===== src/rtl/mult_rr_sched.sv =====
// mult_rr_sched
//   Shares one combinational 16x16 -> 32 unsigned multiplier between NREQ
//   requesters. A round-robin arbiter picks a requester in IDLE. Its operands
//   are captured, the product is registered in MUL, and the response is held
//   in RESP until the owner accepts it. Only one multiply is in flight.
//
//   Optional feature macro: MULT_ZERO_BYPASS_EN
//     When defined, a grant with a zero operand skips MUL. The FSM goes
//     straight to RESP with a zero product.
//
// Parameters
//   NREQ  number of requesters (2..8)
//   IDW   requester id width, clog2(NREQ) (min 1)
//
// Ports
//   clk        rising-edge clock
//   rst        synchronous active-high reset
//   req_valid  per-requester operand valid
//   req_x      operand X, requester i at [16*i +: 16]
//   req_y      operand Y, requester i at [16*i +: 16]
//   req_ready  one-hot grant (IDLE only); operands taken when valid & ready
//   rsp_valid  one-hot response valid to the owning requester
//   rsp_p      32-bit product, stable while any rsp_valid is high
//   rsp_id     id of the current response owner
//   rsp_ready  per-requester response accept (only the owner's bit matters)
//   busy       high in any state except IDLE
module mult_rr_sched #(
    parameter int NREQ = 4,
    parameter int IDW  = 2
) (
    input  logic                 clk,
    input  logic                 rst,
    input  logic [NREQ-1:0]      req_valid,
    input  logic [NREQ*16-1:0]   req_x,
    input  logic [NREQ*16-1:0]   req_y,
    output logic [NREQ-1:0]      req_ready,
    output logic [NREQ-1:0]      rsp_valid,
    output logic [31:0]          rsp_p,
    output logic [IDW-1:0]       rsp_id,
    input  logic [NREQ-1:0]      rsp_ready,
    output logic                 busy
);

    typedef enum logic [1:0] {
        IDLE,
        MUL,
        RESP
    } state_t;

    state_t          state;
    logic [IDW-1:0]  rr_ptr;
    logic [IDW-1:0]  id_r;
    logic [15:0]     x_r;
    logic [15:0]     y_r;
    logic [31:0]     p_r;
    logic [31:0]     prod;

    logic            found;
    logic [IDW-1:0]  win;
    logic [IDW:0]    idx;
    logic [15:0]     win_x;
    logic [15:0]     win_y;

    // Scan from rr_ptr upward with wrap. The first valid requester wins.
    // The index carries one extra bit so that the wrap compare works when
    // NREQ is not a power of two.
    always_comb begin
        found = 1'b0;
        win   = '0;
        idx   = '0;
        for (int unsigned k = 0; k < NREQ; k++) begin
            idx = {1'b0, rr_ptr} + (IDW+1)'(k);
            if (idx >= (IDW+1)'(NREQ))
                idx = idx - (IDW+1)'(NREQ);
            if (!found && req_valid[idx[IDW-1:0]]) begin
                found = 1'b1;
                win   = idx[IDW-1:0];
            end
        end
    end

    always_comb begin
        win_x     = '0;
        win_y     = '0;
        req_ready = '0;
        rsp_valid = '0;
        for (int unsigned i = 0; i < NREQ; i++) begin
            if (win == IDW'(i)) begin
                win_x = req_x[16*i +: 16];
                win_y = req_y[16*i +: 16];
                req_ready[i] = (state == IDLE) && found && !rst;
            end
            if (id_r == IDW'(i))
                rsp_valid[i] = (state == RESP);
        end
    end

    assign prod   = 32'(x_r) * 32'(y_r);
    assign rsp_p  = p_r;
    assign rsp_id = id_r;
    assign busy   = (state != IDLE);

    always_ff @(posedge clk) begin
        if (rst) begin
            state  <= IDLE;
            rr_ptr <= '0;
            id_r   <= '0;
            x_r    <= '0;
            y_r    <= '0;
            p_r    <= '0;
        end else begin
            case (state)
                IDLE: begin
                    if (found) begin
                        x_r  <= win_x;
                        y_r  <= win_y;
                        id_r <= win;
`ifdef MULT_ZERO_BYPASS_EN
                        if (win_x == '0 || win_y == '0) begin
                            p_r   <= '0;
                            state <= RESP;
                        end else begin
                            state <= MUL;
                        end
`else
                        state <= MUL;
`endif
                    end
                end
                MUL: begin
                    p_r   <= prod;
                    state <= RESP;
                end
                RESP: begin
                    if (rsp_ready[id_r]) begin
                        rr_ptr <= (id_r == IDW'(NREQ-1)) ? '0 : id_r + 1'b1;
                        state  <= IDLE;
                    end
                end
                default: state <= IDLE;
            endcase
        end
    end

endmodule


===== config.mk =====
export PLATFORM = sky130hd
export DESIGN_NAME = mult_rr_sched
export DESIGN_NICKNAME = d
export VERILOG_FILES = /design/src/rtl/mult_rr_sched.sv
export SDC_FILE = /design/constraint.sdc
export NUM_CORES = 1
export LEC_CHECK = 0
export ABC_AREA = 0
export BUFFER_PORTS_ARGS = -buffer_cell sky130_fd_sc_hd__buf_2
export CELL_PAD_IN_SITES_DETAIL_PLACEMENT = 2
export CELL_PAD_IN_SITES_GLOBAL_PLACEMENT = 2
export CORE_MARGIN = 5
export CORE_UTILIZATION = 39
export CTS_BUF_LIST = sky130_fd_sc_hd__clkbuf_8
export DETAILED_ROUTE_END_ITERATION = 6
export GPL_ROUTABILITY_DRIVEN = 0
export PLACE_DENSITY_LB_ADDON = 0.25
export SLEW_MARGIN = 20
export SYNTH_ARGS = -nofsm -noshare
export SYNTH_HDL_FRONTEND = slang
export SYNTH_SLANG_ARGS = --single-unit
export TNS_END_PERCENT = 1

===== constraint.sdc =====
create_clock -name clk -period 8.9 [get_ports clk]
set_input_delay 0.445 -clock clk [delete_from_list [all_inputs] [get_ports clk]]
set_output_delay 0.445 -clock clk [all_outputs]
set_load 0.05 [all_outputs]

==> results of run 1 <==
==> per-stage QoR <==
step	std cells	cell area, um2	hold slack, ps
global route	1991	13500	476
CTS	1986	13500	447
detailed placement	1970	13200	449
finish	1992	13500	450
floorplan	1474	12100	452
global placement	1970	13200	434
==> where the power goes <==
| group | internal (mW) | total, mW | switching (mW) |
|---|---|---|---|
| logic | 0.382 | 1.05 | 0.669 |
| registers | 0.351 | 0.478 | 0.127 |
| clock network | 0.159 | 0.314 | 0.155 |
==> final cells by class <==
cell class / instances / area, um2
Sequential cell: 70 / 1400
Fill cell: 3531 / 17200
Inverter: 226 / 848
Clock inverter: 7 / 97.6
Multi-Input combinational cell: 1092 / 9550
Antenna cell: 6 / 15.0
Timing Repair Buffer: 186 / 946
Tap cell: 396 / 495
Clock buffer: 9 / 124
==> critical path, delay by kind of cell (launching register included) <==
kind / cells / cell delay, ps
flops: 1 / 920
fa+ha+maj: 7 / 3510
compound gates: 3 / 590
buf+inv: 5 / 320
simple gates: 5 / 1200
==> worst max path at each step <==
| stage | startpoint | to | slack, ps | depth (start not counted) |
|---|---|---|---|---|
| floorplan | y_r[7] | rsp_p[28] | 3210 | 22 |
| global placement | y_r[7] | rsp_p[28] | 2730 | 20 |
| detailed placement | x_r[11] | rsp_p[28] | 2420 | 18 |
| CTS | x_r[11] | rsp_p[28] | 2310 | 18 |
| global route | x_r[11] | rsp_p[28] | 2000 | 18 |
| finish | x_r[5] | rsp_p[28] | 2310 | 20 |
==> layer usage <==
metal	vias to the layer above	GRT usage	wire length, um
met4	0	0.0743	1260
met1	5652	0.317	18800
met3	78	0.0321	1290
met2	220	0.469	23600
met5	-	0	0
li1	4886	-	-
==> state kept, by name, summed over array words and instances, names as in the netlist <==
signal,count
y_r,16
rsp_id,2
x_r,16
rsp_p,32
state,2
rr_ptr,2
==> synthesized netlist by cell type, types with 5 or more instances <==
master,number,area (um2)
nor3_1,7,35.0
a31oi_1,5,31.3
nor2b_1,5,31.3
nand2_1,292,1100
a311o_1,32,320
fa_1,194,3880
a21oi_1,83,415
nor2_1,33,124
dfxtp_1,70,1400
buf_2,8,40.0
ha_1,108,1350
nand2b_1,8,50.1
o21ai_1,5,25.0
nand4_1,7,43.8
nand3_1,8,40.0
a211oi_1,41,308
xor2_1,15,131
o21ai_0,29,145
and2_0,24,150
a21o_1,11,82.6
clkbuf_1,71,267
inv_1,225,845
and2_1,132,826
xnor2_1,9,78.8
o21a_1,6,45.0
==> logic make-up after synthesis <==
| family | after synthesis | share of synthesized area |
|---|---|---|
| mux | 3 | 0.00351 |
| fa+ha+maj | 302 | 0.432 |
| simple gates | 531 | 0.206 |
| buf+inv | 312 | 0.0985 |
| flops | 70 | 0.116 |
| xor+xnor | 24 | 0.0173 |
| compound gates | 232 | 0.128 |
==> impl_metrics.py, run 1 <==
metrics = {
    "worst_setup_path": {
        "setup.worst_path.end_class": "flip-flop",
        "r2r_start": "x_r[5]",
        "worst-endpoint-required_ps": 9210,
        "crit_chain": "nand2_1 > fa_1 > inv_1 > fa_1 > inv_1 > fa_1 > inv_1 > fa_1 > fa_1 > inv_1 > fa_1 > inv_1 > ha_1 > nand4_1 > nor3_1 > nand3_1 > a31oi_1 > a21oi_1 > or4_1 > o211ai_1",
        "rrSetupSlack_ps": 2310,
        "worst-endpoint-arrival_ps": 6900,
        "worst-setup-path-type": "reg2reg",
        "regToRegEndpoint": "rsp_p[28]",
        "crit_path_max_fanout": 17,
        "cp_slowest_stage_delay_ps": 920,
        "cpMostUsedCell": "fa_1",
        "critical_path.startpoint_type": "flip-flop",
        "worst_reg2reg_path_length_in_cells": 20,
        "cp_slowest_cell": "dfxtp_1",
    },
    "detailed_routing": {
        "vias_per_cell": 5.44,
        "routed-via-count": 10800,
        "detailedRoute.firstIterationViolations": 620,
        "postRouteAntennaNets": 0,
        "routed_wire_length_per_instance_um": 22.6,
        "totalWireLength_um": 44900,
        "drt_drc_violations_left": 0,
        "drtPass1Iterations": 5,
    },
    "sta": {
        "setup_tns_ps": 0,
        "timing.clock.skew_ps": 22.4,
        "achievable-frequency_mhz": 152,
        "hold_viol_final": 0,
        "max_slew.worst_pin.slew_ps": 974,
        "slew_violations": 0,
        "timing.final.crit_share": 0.740,
        "final_period_minus_worst_setup_slack_ps": 6590,
        "rsz0062_at_grt": "no",
        "report.final.setup_viol": 0,
        "maxSlewHeadroom": 0.351,
        "layout_setup_ws_ps": 2310,
    },
    "final_layout": {
        "layout-drive-gt1-share": 0.131,
        "layout.cells.most_common_list": "nand2_1, inv_1, fa_1, buf_2, and2_1",
        "final_net_count": 2025,
        "postLayoutCoreUtil": 0.440,
        "layout_commonest_cell": "nand2_1",
        "syn2layout_area_growth_pct": 11.2,
    },
    "floorplan": {
        "die_height_um": 186,
        "initial_cell_density_of_the_core": 0.395,
        "core_area_um2": 30700,
        "die_width_um": 186,
        "std_cell_rows": 64,
        "floorplan.die_area_um2": 34700,
        "top_level_ports": 181,
    },
    "grt": {
        "grt_max_degree": 71,
        "initial_antenna_violation_count": 6,
        "grt_overflow": 0,
        "grt_pass1_vias": 12800,
        "grt_first_pass_wirelength_um": 71600,
        "globalRouteTotalUtil": 0.257,
    },
    "logic_synthesis": {
        "post_synth.cell_area_avg_um2": 8.23,
        "syn_area_um2": 12100,
        "synthDistinctLibCells": 54,
        "synth_async_sr_flop_share": 0,
        "synth_ff_type": "dfxtp_1",
        "synthesis.yosys.warnings": 0,
        "syn-instance-count": 1474,
        "synth_edf_count": 0,
        "syn_nets": 1914,
        "synth-seq-area-share": 0.116,
        "ys_ff_latch": 70,
    },
    "cts": {
        "cts_sinks": 70,
        "post_cts_setup_repair_bufs": 0,
        "clock_insertion_delay_worst_skew_ps": 390,
        "clockRootBuffer": "clkbuf_8",
        "htree_depth": 3,
        "cts_buffers": 9,
        "cts-resized-gates": 0,
        "cts_tree": "built",
        "postCtsHoldBufs": 0,
        "clkTransAtPathRegs_ps": 110,
        "clockBufferDepth": 2,
    },
    "outcome": {
        "run_status": "complete, no violations",
    },
    "pwr": {
        "totalPowerFinal_mw": 1.84,
        "irDropWorstVdd_uv": 106,
        "pwr_density_cell_nw_per_um2": 137,
        "power.leakage_nw": 6.66,
    },
    "placement": {
        "port-buffer-count": 180,
        "detail_placement_hpwl_um": 36200,
        "pre_cts_slack_ps": 2420,
    },
    "run": {
        "max_cap_violations": 0,
    },
    "worst_hold_path": {
        "hold_path_sink": "y_r[0]",
        "hold_path.startpoint": "req_y[16]",
        "path_category_of_the_worst_min_delay_check": "in2reg",
        "worst_hold_path.num_cells": 4,
    },
}
Note: power is estimated with default switching activity, not from simulation.
==> inputs of run 2 (changes only) <==
ABC_AREA = 1   (was 0)
CORE_UTILIZATION = 34   (was 39)
clock period = 6.8 ns   (was 8.9 ns; I/O delays follow)
==> run 2 against run 1 <==
Against the previous run: hold slack lost 210 ps; via count increased by 12%; sequential power increased by 72%; maximum frequency is 4.8% higher; final cell count rose by 26%; clock skew decreased by 7.7 ps; routed wire length rose by 5.1%; core utilization is 5.5 points lower; first-iteration DRC count shrank 24%; clock-buffer cell count stayed put; sequential cell count did not move; critical endpoint is now rsp_p[30].
==> impl_metrics.py, run 2 <==
metrics = {
    "placement": {
        "placed_instances": 2494,
        "detail_placement_hpwl_um": 39900,
        "port-buffer-count": 180,
    },
    "sta": {
        "maxSlewHeadroom": 0.435,
        "timing.final.crit_share": 0.925,
        "max_slew.worst_pin.slew_ps": 847,
        "achievable-frequency_mhz": 159,
        "report.final.setup_viol": 0,
        "final_period_minus_worst_setup_slack_ps": 6290,
        "slew_violations": 0,
        "rsz0062_at_grt": "no",
        "timing.clock.skew_ps": 14.6,
        "hold_viol_final": 0,
        "setup_tns_ps": 0,
    },
    "final_layout": {
        "num_antenna_cells": 0,
        "sequential_cell_area_um2": 1400,
        "layout_commonest_cell": "nand2_1",
        "fillers": 4561,
        "layout.cells.non_filler": 2510,
        "largest_register_ffs": 32,
        "syn2layout_area_growth_pct": 11.9,
        "multiInputGateArea_um2": 9410,
        "layout-drive-gt1-share": 0.125,
        "final_net_count": 2434,
        "layout.cells.most_common_list": "nand2_1, inv_1, fa_1, buf_2, nor2_1",
    },
    "floorplan": {
        "floorplan.die_area_um2": 41900,
        "die_width_um": 205,
        "core_area_um2": 37600,
        "initial_cell_density_of_the_core": 0.343,
        "die_height_um": 205,
        "std_cell_rows": 71,
        "top_level_ports": 181,
    },
    "cts": {
        "postCtsHoldBufs": 0,
        "cts_tree": "built",
        "htree_depth": 3,
        "clock_insertion_delay_worst_skew_ps": 400,
        "clockBufferDepth": 2,
        "clockRootBuffer": "clkbuf_8",
        "post_cts_setup_repair_bufs": 0,
        "cts_sinks": 70,
        "cts_buffers": 9,
        "clkTransAtPathRegs_ps": 110,
        "cts-resized-gates": 0,
    },
    "logic_synthesis": {
        "synth.cells.most_frequent": "nand2_1, inv_1, fa_1, nor2_1, ha_1",
        "syn_nets": 2309,
        "yosys-top-cells-area": "fa_1, nand2_1, inv_1",
        "synth_edf_count": 0,
        "ys_ff_latch": 70,
        "post_synth.cell_area_avg_um2": 6.90,
        "synth_ff_type": "dfxtp_1",
        "synthDistinctLibCells": 40,
        "synth_async_sr_flop_share": 0,
        "synth_most_common_cell": "nand2_1",
        "syn-instance-count": 1869,
        "synthesis.yosys.warnings": 0,
        "synth_area_leader_cell": "fa_1",
        "syn_area_um2": 12900,
        "synth-seq-area-share": 0.109,
        "yosys.area.top_type_share": 0.301,
    },
    "detailed_routing": {
        "drtPass1Iterations": 5,
        "postRouteAntennaNets": 0,
        "vias_per_cell": 4.85,
        "routed-via-count": 12200,
        "routed_wire_length_per_instance_um": 18.8,
        "totalWireLength_um": 47300,
        "drt_drc_violations_left": 0,
        "detailedRoute.firstIterationViolations": 471,
    },
    "worst_setup_path": {
        "worst-endpoint-required_ps": 7110,
        "crit_path_max_fanout": 17,
        "critical_path.startpoint_type": "flip-flop",
        "setup.worst_path.end_class": "flip-flop",
        "worst-endpoint-arrival_ps": 6600,
        "worst-setup-path-type": "reg2reg",
    },
    "pwr": {
        "pwr_density_cell_nw_per_um2": 451,
        "irDropWorstVdd_uv": 281,
        "power.leakage_nw": 8.47,
    },
    "grt": {
        "grt_pass1_vias": 14500,
        "grt_first_pass_wirelength_um": 77400,
        "globalRouteTotalUtil": 0.234,
        "grt_overflow": 0,
        "initial_antenna_violation_count": 0,
        "grt_max_degree": 64,
    },
    "outcome": {
        "run_status": "complete, no violations",
    },
    "worst_hold_path": {
        "path_category_of_the_worst_min_delay_check": "in2reg",
    },
    "run": {
        "max_cap_violations": 0,
    },
}
==> run 2: power breakdown <==
group / internal, mW / total, mW / switching (mW) / leakage, nW
clock network: 0.133 / 0.344 / 0.211 / 0.0834
logic: 1.80 / 5.34 / 3.55 / 7.81
registers: 0.541 / 0.820 / 0.280 / 0.579
==> run 2: final timing paths <==
path | cells past startpoint | end | start | slack [ps]
max | 23 | rsp_p[30] | x_r[7] | 510
min | 5 | y_r[4] | req_y[52] | 240
max reg2reg | 23 | rsp_p[30] | x_r[7] | 510
min reg2reg | 2 | rsp_p[0] | rsp_p[0] | 500
==> run 2: cell families (layout without fill, tap and decap cells) <==
family                   Yosys count  after routing  share of synthesized area
adder cells (fa/ha/maj)          302            302                      0.406
buffers and inverters            543            673                      0.163
XOR/XNOR                          18             18                     0.0122
AO/OA/AOI/OAI                    159            159                     0.0669
AND/OR/NAND/NOR                  777            777                      0.244
flip-flops                        70             70                      0.109
==> run 2: stage by stage <==
stage | worst slack [ps] | hold slack, ps | power [mW] | util | area, um2
6_report | 510 | 242 | 6.51 | 0.384 | 14400
5_1_grt | 241 | 246 | 7.23 | 0.384 | 14400
4_1_cts | 554 | 227 | 6.61 | 0.384 | 14400
3_5_place_dp | 566 | 481 | 6.13 | 0.380 | 14300
3_3_place_gp | 846 | 461 | 5.92 | 0.380 | 14300
2_1_floorplan | 1300 | 518 | 4.24 | - | 12900
==> run 2: per-layer routing <==
| layer | global-route usage | vias up | wire length (um) |
|---|---|---|---|
| met5 | 0 | - | 0 |
| li1 | - | 5738 | - |
| met3 | 0.0234 | 52 | 1020 |
| met2 | 0.445 | 159 | 25300 |
| met1 | 0.285 | 6231 | 20000 |
| met4 | 0.0531 | 0 | 1010 |
==> run 2: cell type report <==
type,instances,share of cell area
clock buffers,9,0.00858
clock inverters,7,0.00338
inverters,443,0.115
multi-input cells,1256,0.651
flip-flops and latches,70,0.0971
well taps,511,0.0443
repair buffers,214,0.0801
==> run 2: worst max-delay path, stage by stage, from the launching register on <==
cell and delay, ps:
dfxtp_1 880, nand2_1 180, fa_1 570, inv_1 50, fa_1 510, inv_1 70
fa_1 550, inv_1 80, fa_1 410, fa_1 540, inv_1 50, fa_1 470
inv_1 50, ha_1 370, nand2_1 110, inv_1 100, nand2_1 70, nor3_1 240
nand4_1 130, nand3_1 220, a21oi_1 110, and2_1 150, o21ai_0 210, inv_1 60
==> inputs of run 3 (changes only) <==
CORE_ASPECT_RATIO = 0.75   (was not set)
==> run 3 against run 2 <==
Against the previous run: power up 3.2%; maximum frequency fell by 2.6%; setup slack got worse by 170 ps; clock skew rose by 6.7 ps; global-route usage up 0.80 points; non-clock buffer count is 4 lower; via count grew 1.0%; first-iteration DRC count shrank 8.5%; combinational power up 2%; critical path type unchanged; critical endpoint is now rsp_p[19]; highest routed layer unchanged.
==> impl_metrics.py, run 3 (same netlist as run 2, synthesis figures left out) <==
metrics = {
    "final_layout": {
        "layout.cells.most_common_list": "nand2_1, inv_1, fa_1, buf_2, nor2_1",
        "layout_commonest_cell": "nand2_1",
        "num_antenna_cells": 0,
        "largest_register_ffs": 32,
        "syn2layout_area_growth_pct": 12.0,
        "finish.instance_area_um2": 14400,
        "fillers": 4571,
        "final_net_count": 2430,
        "layout-drive-gt1-share": 0.123,
    },
    "worst_hold_path": {
        "path_category_of_the_worst_min_delay_check": "in2reg",
        "hold_path.startpoint": "req_y[55]",
    },
    "detailed_routing": {
        "detailedRoute.firstIterationViolations": 431,
        "drt_drc_violations_left": 0,
        "totalWireLength_um": 49400,
        "routed_wire_length_per_instance_um": 19.8,
        "routed-via-count": 12300,
        "drtPass1Iterations": 4,
        "vias_per_cell": 4.92,
        "postRouteAntennaNets": 0,
    },
    "worst_setup_path": {
        "worst-endpoint-required_ps": 7180,
        "worst-endpoint-arrival_ps": 6830,
        "r2r_start": "x_r[9]",
        "crit_chain": "buf_4 > nand2_1 > inv_1 > fa_1 > inv_1 > fa_1 > fa_1 > inv_1 > fa_1 > fa_1 > inv_1 > fa_1 > inv_1 > ha_1 > nand2_1 > nor2_1 > nand4_1 > o211ai_1 > nand2_1 > nand2_1 > xor2_1 > o21ai_0 > inv_1",
        "critical-path-top-delay-family": "adder cells",
        "crit_path_max_fanout": 12,
        "critical_path.startpoint_type": "flip-flop",
        "setup.worst_path.end_class": "flip-flop",
        "cp.buffers_inverters": 7,
        "cp-startpoint": "x_r[9]",
        "worst-setup-path-type": "reg2reg",
        "cp_slowest_cell": "dfxtp_1",
        "cp_slowest_stage_delay_ps": 830,
    },
    "cts": {
        "clockRootBuffer": "clkbuf_8",
        "htree_depth": 3,
        "clock_insertion_delay_worst_skew_ps": 430,
        "cts_tree": "built",
        "cts-resized-gates": 0,
        "post_cts_setup_repair_bufs": 0,
        "postCtsHoldBufs": 0,
        "cts_sinks": 70,
        "clockBufferDepth": 2,
        "clkTransAtPathRegs_ps": 100,
        "cts_buffers": 9,
    },
    "grt": {
        "grt_overflow": 0,
        "grt_max_degree": 60,
        "globalRouteTotalUtil": 0.242,
        "initial_antenna_violation_count": 0,
        "grt_pass1_vias": 14300,
        "grt_first_pass_wirelength_um": 79800,
    },
    "sta": {
        "hold_viol_final": 0,
        "setup_tns_ps": 0,
        "report.final.setup_viol": 0,
        "timing.final.crit_share": 0.949,
        "rsz0062_at_grt": "no",
        "final_period_minus_worst_setup_slack_ps": 6460,
        "timing.clock.skew_ps": 21.3,
        "achievable-frequency_mhz": 155,
        "slew_violations": 0,
        "maxSlewHeadroom": 0.405,
        "max_slew.worst_pin.slew_ps": 890,
    },
    "floorplan": {
        "core_area_um2": 37200,
        "std_cell_rows": 61,
        "die_width_um": 235,
        "die_height_um": 179,
        "initial_cell_density_of_the_core": 0.346,
        "top_level_ports": 181,
        "floorplan.die_area_um2": 42000,
    },
    "pwr": {
        "pwr_density_cell_nw_per_um2": 465,
        "power.leakage_nw": 8.48,
        "irDropWorstVdd_uv": 292,
    },
    "placement": {
        "placed_cell_area_um2": 14200,
        "detail_placement_hpwl_um": 41600,
        "port-buffer-count": 180,
    },
    "run": {
        "max_cap_violations": 0,
    },
    "outcome": {
        "run_status": "complete, no violations",
    },
}
[run 3: cell type report]
| type | count | area, um2 | share of cell area |
|---|---|---|---|
| Clock inverter | 7 | 97.6 | 0.00675 |
| Multi-Input combinational cell | 1256 | 9410 | 0.651 |
| Sequential cell | 70 | 1400 | 0.0970 |
| Inverter | 443 | 1660 | 0.115 |
| Clock buffer | 9 | 124 | 0.00857 |
| Tap cell | 504 | 631 | 0.0436 |
| Timing Repair Buffer | 210 | 1130 | 0.0779 |
[run 3: where the power goes]
| part | leakage [nW] | internal, mW | switching, mW |
|---|---|---|---|
| Sequential | 0.579 | 0.541 | 0.323 |
| Combinational | 7.79 | 1.81 | 3.62 |
| Clock | 0.111 | 0.207 | 0.209 |
[run 3: path summary, 6_finish.rpt]
path	slack, ps	depth (start not counted)	endpoint
hold reg to reg	490	2	rsp_p[0]
setup / recovery	340	23	rsp_p[19]
setup reg to reg	340	23	rsp_p[19]
hold / removal	230	5	y_r[7]
[run 3: per-stage QoR]
stage	total power, mW	instances	setup WS (ps)	hold slack (ps)	utilization
after global routing	7.45	2499	11.8	256	0.388
final	6.72	2499	345	234	0.388
after CTS	6.76	2499	369	186	0.388
after floorplan	4.24	1869	1300	518	-
after global placement	5.97	2483	631	464	0.382
after detailed placement	6.22	2483	439	472	0.382
[run 3: worst reg2reg max path, stage by stage (launching register included)]
cell and delay, ps:
dfxtp_1 830, buf_4 290, nand2_1 60, inv_1 100, fa_1 390, inv_1 100, fa_1 440, fa_1 530
inv_1 60, fa_1 570, fa_1 550, inv_1 60, fa_1 500, inv_1 50, ha_1 410, nand2_1 170
nor2_1 170, nand4_1 100, o211ai_1 390, nand2_1 90, nand2_1 90, xor2_1 260, o21ai_0 120, inv_1 90
[run 3: metal layers]
layer	vias to the layer above	wire, um	GRT usage
met2	211	23400	0.417
met5	-	0	0
met4	0	985	0.0554
met3	60	1980	0.0409
li1	5730	-	-
met1	6305	23000	0.323
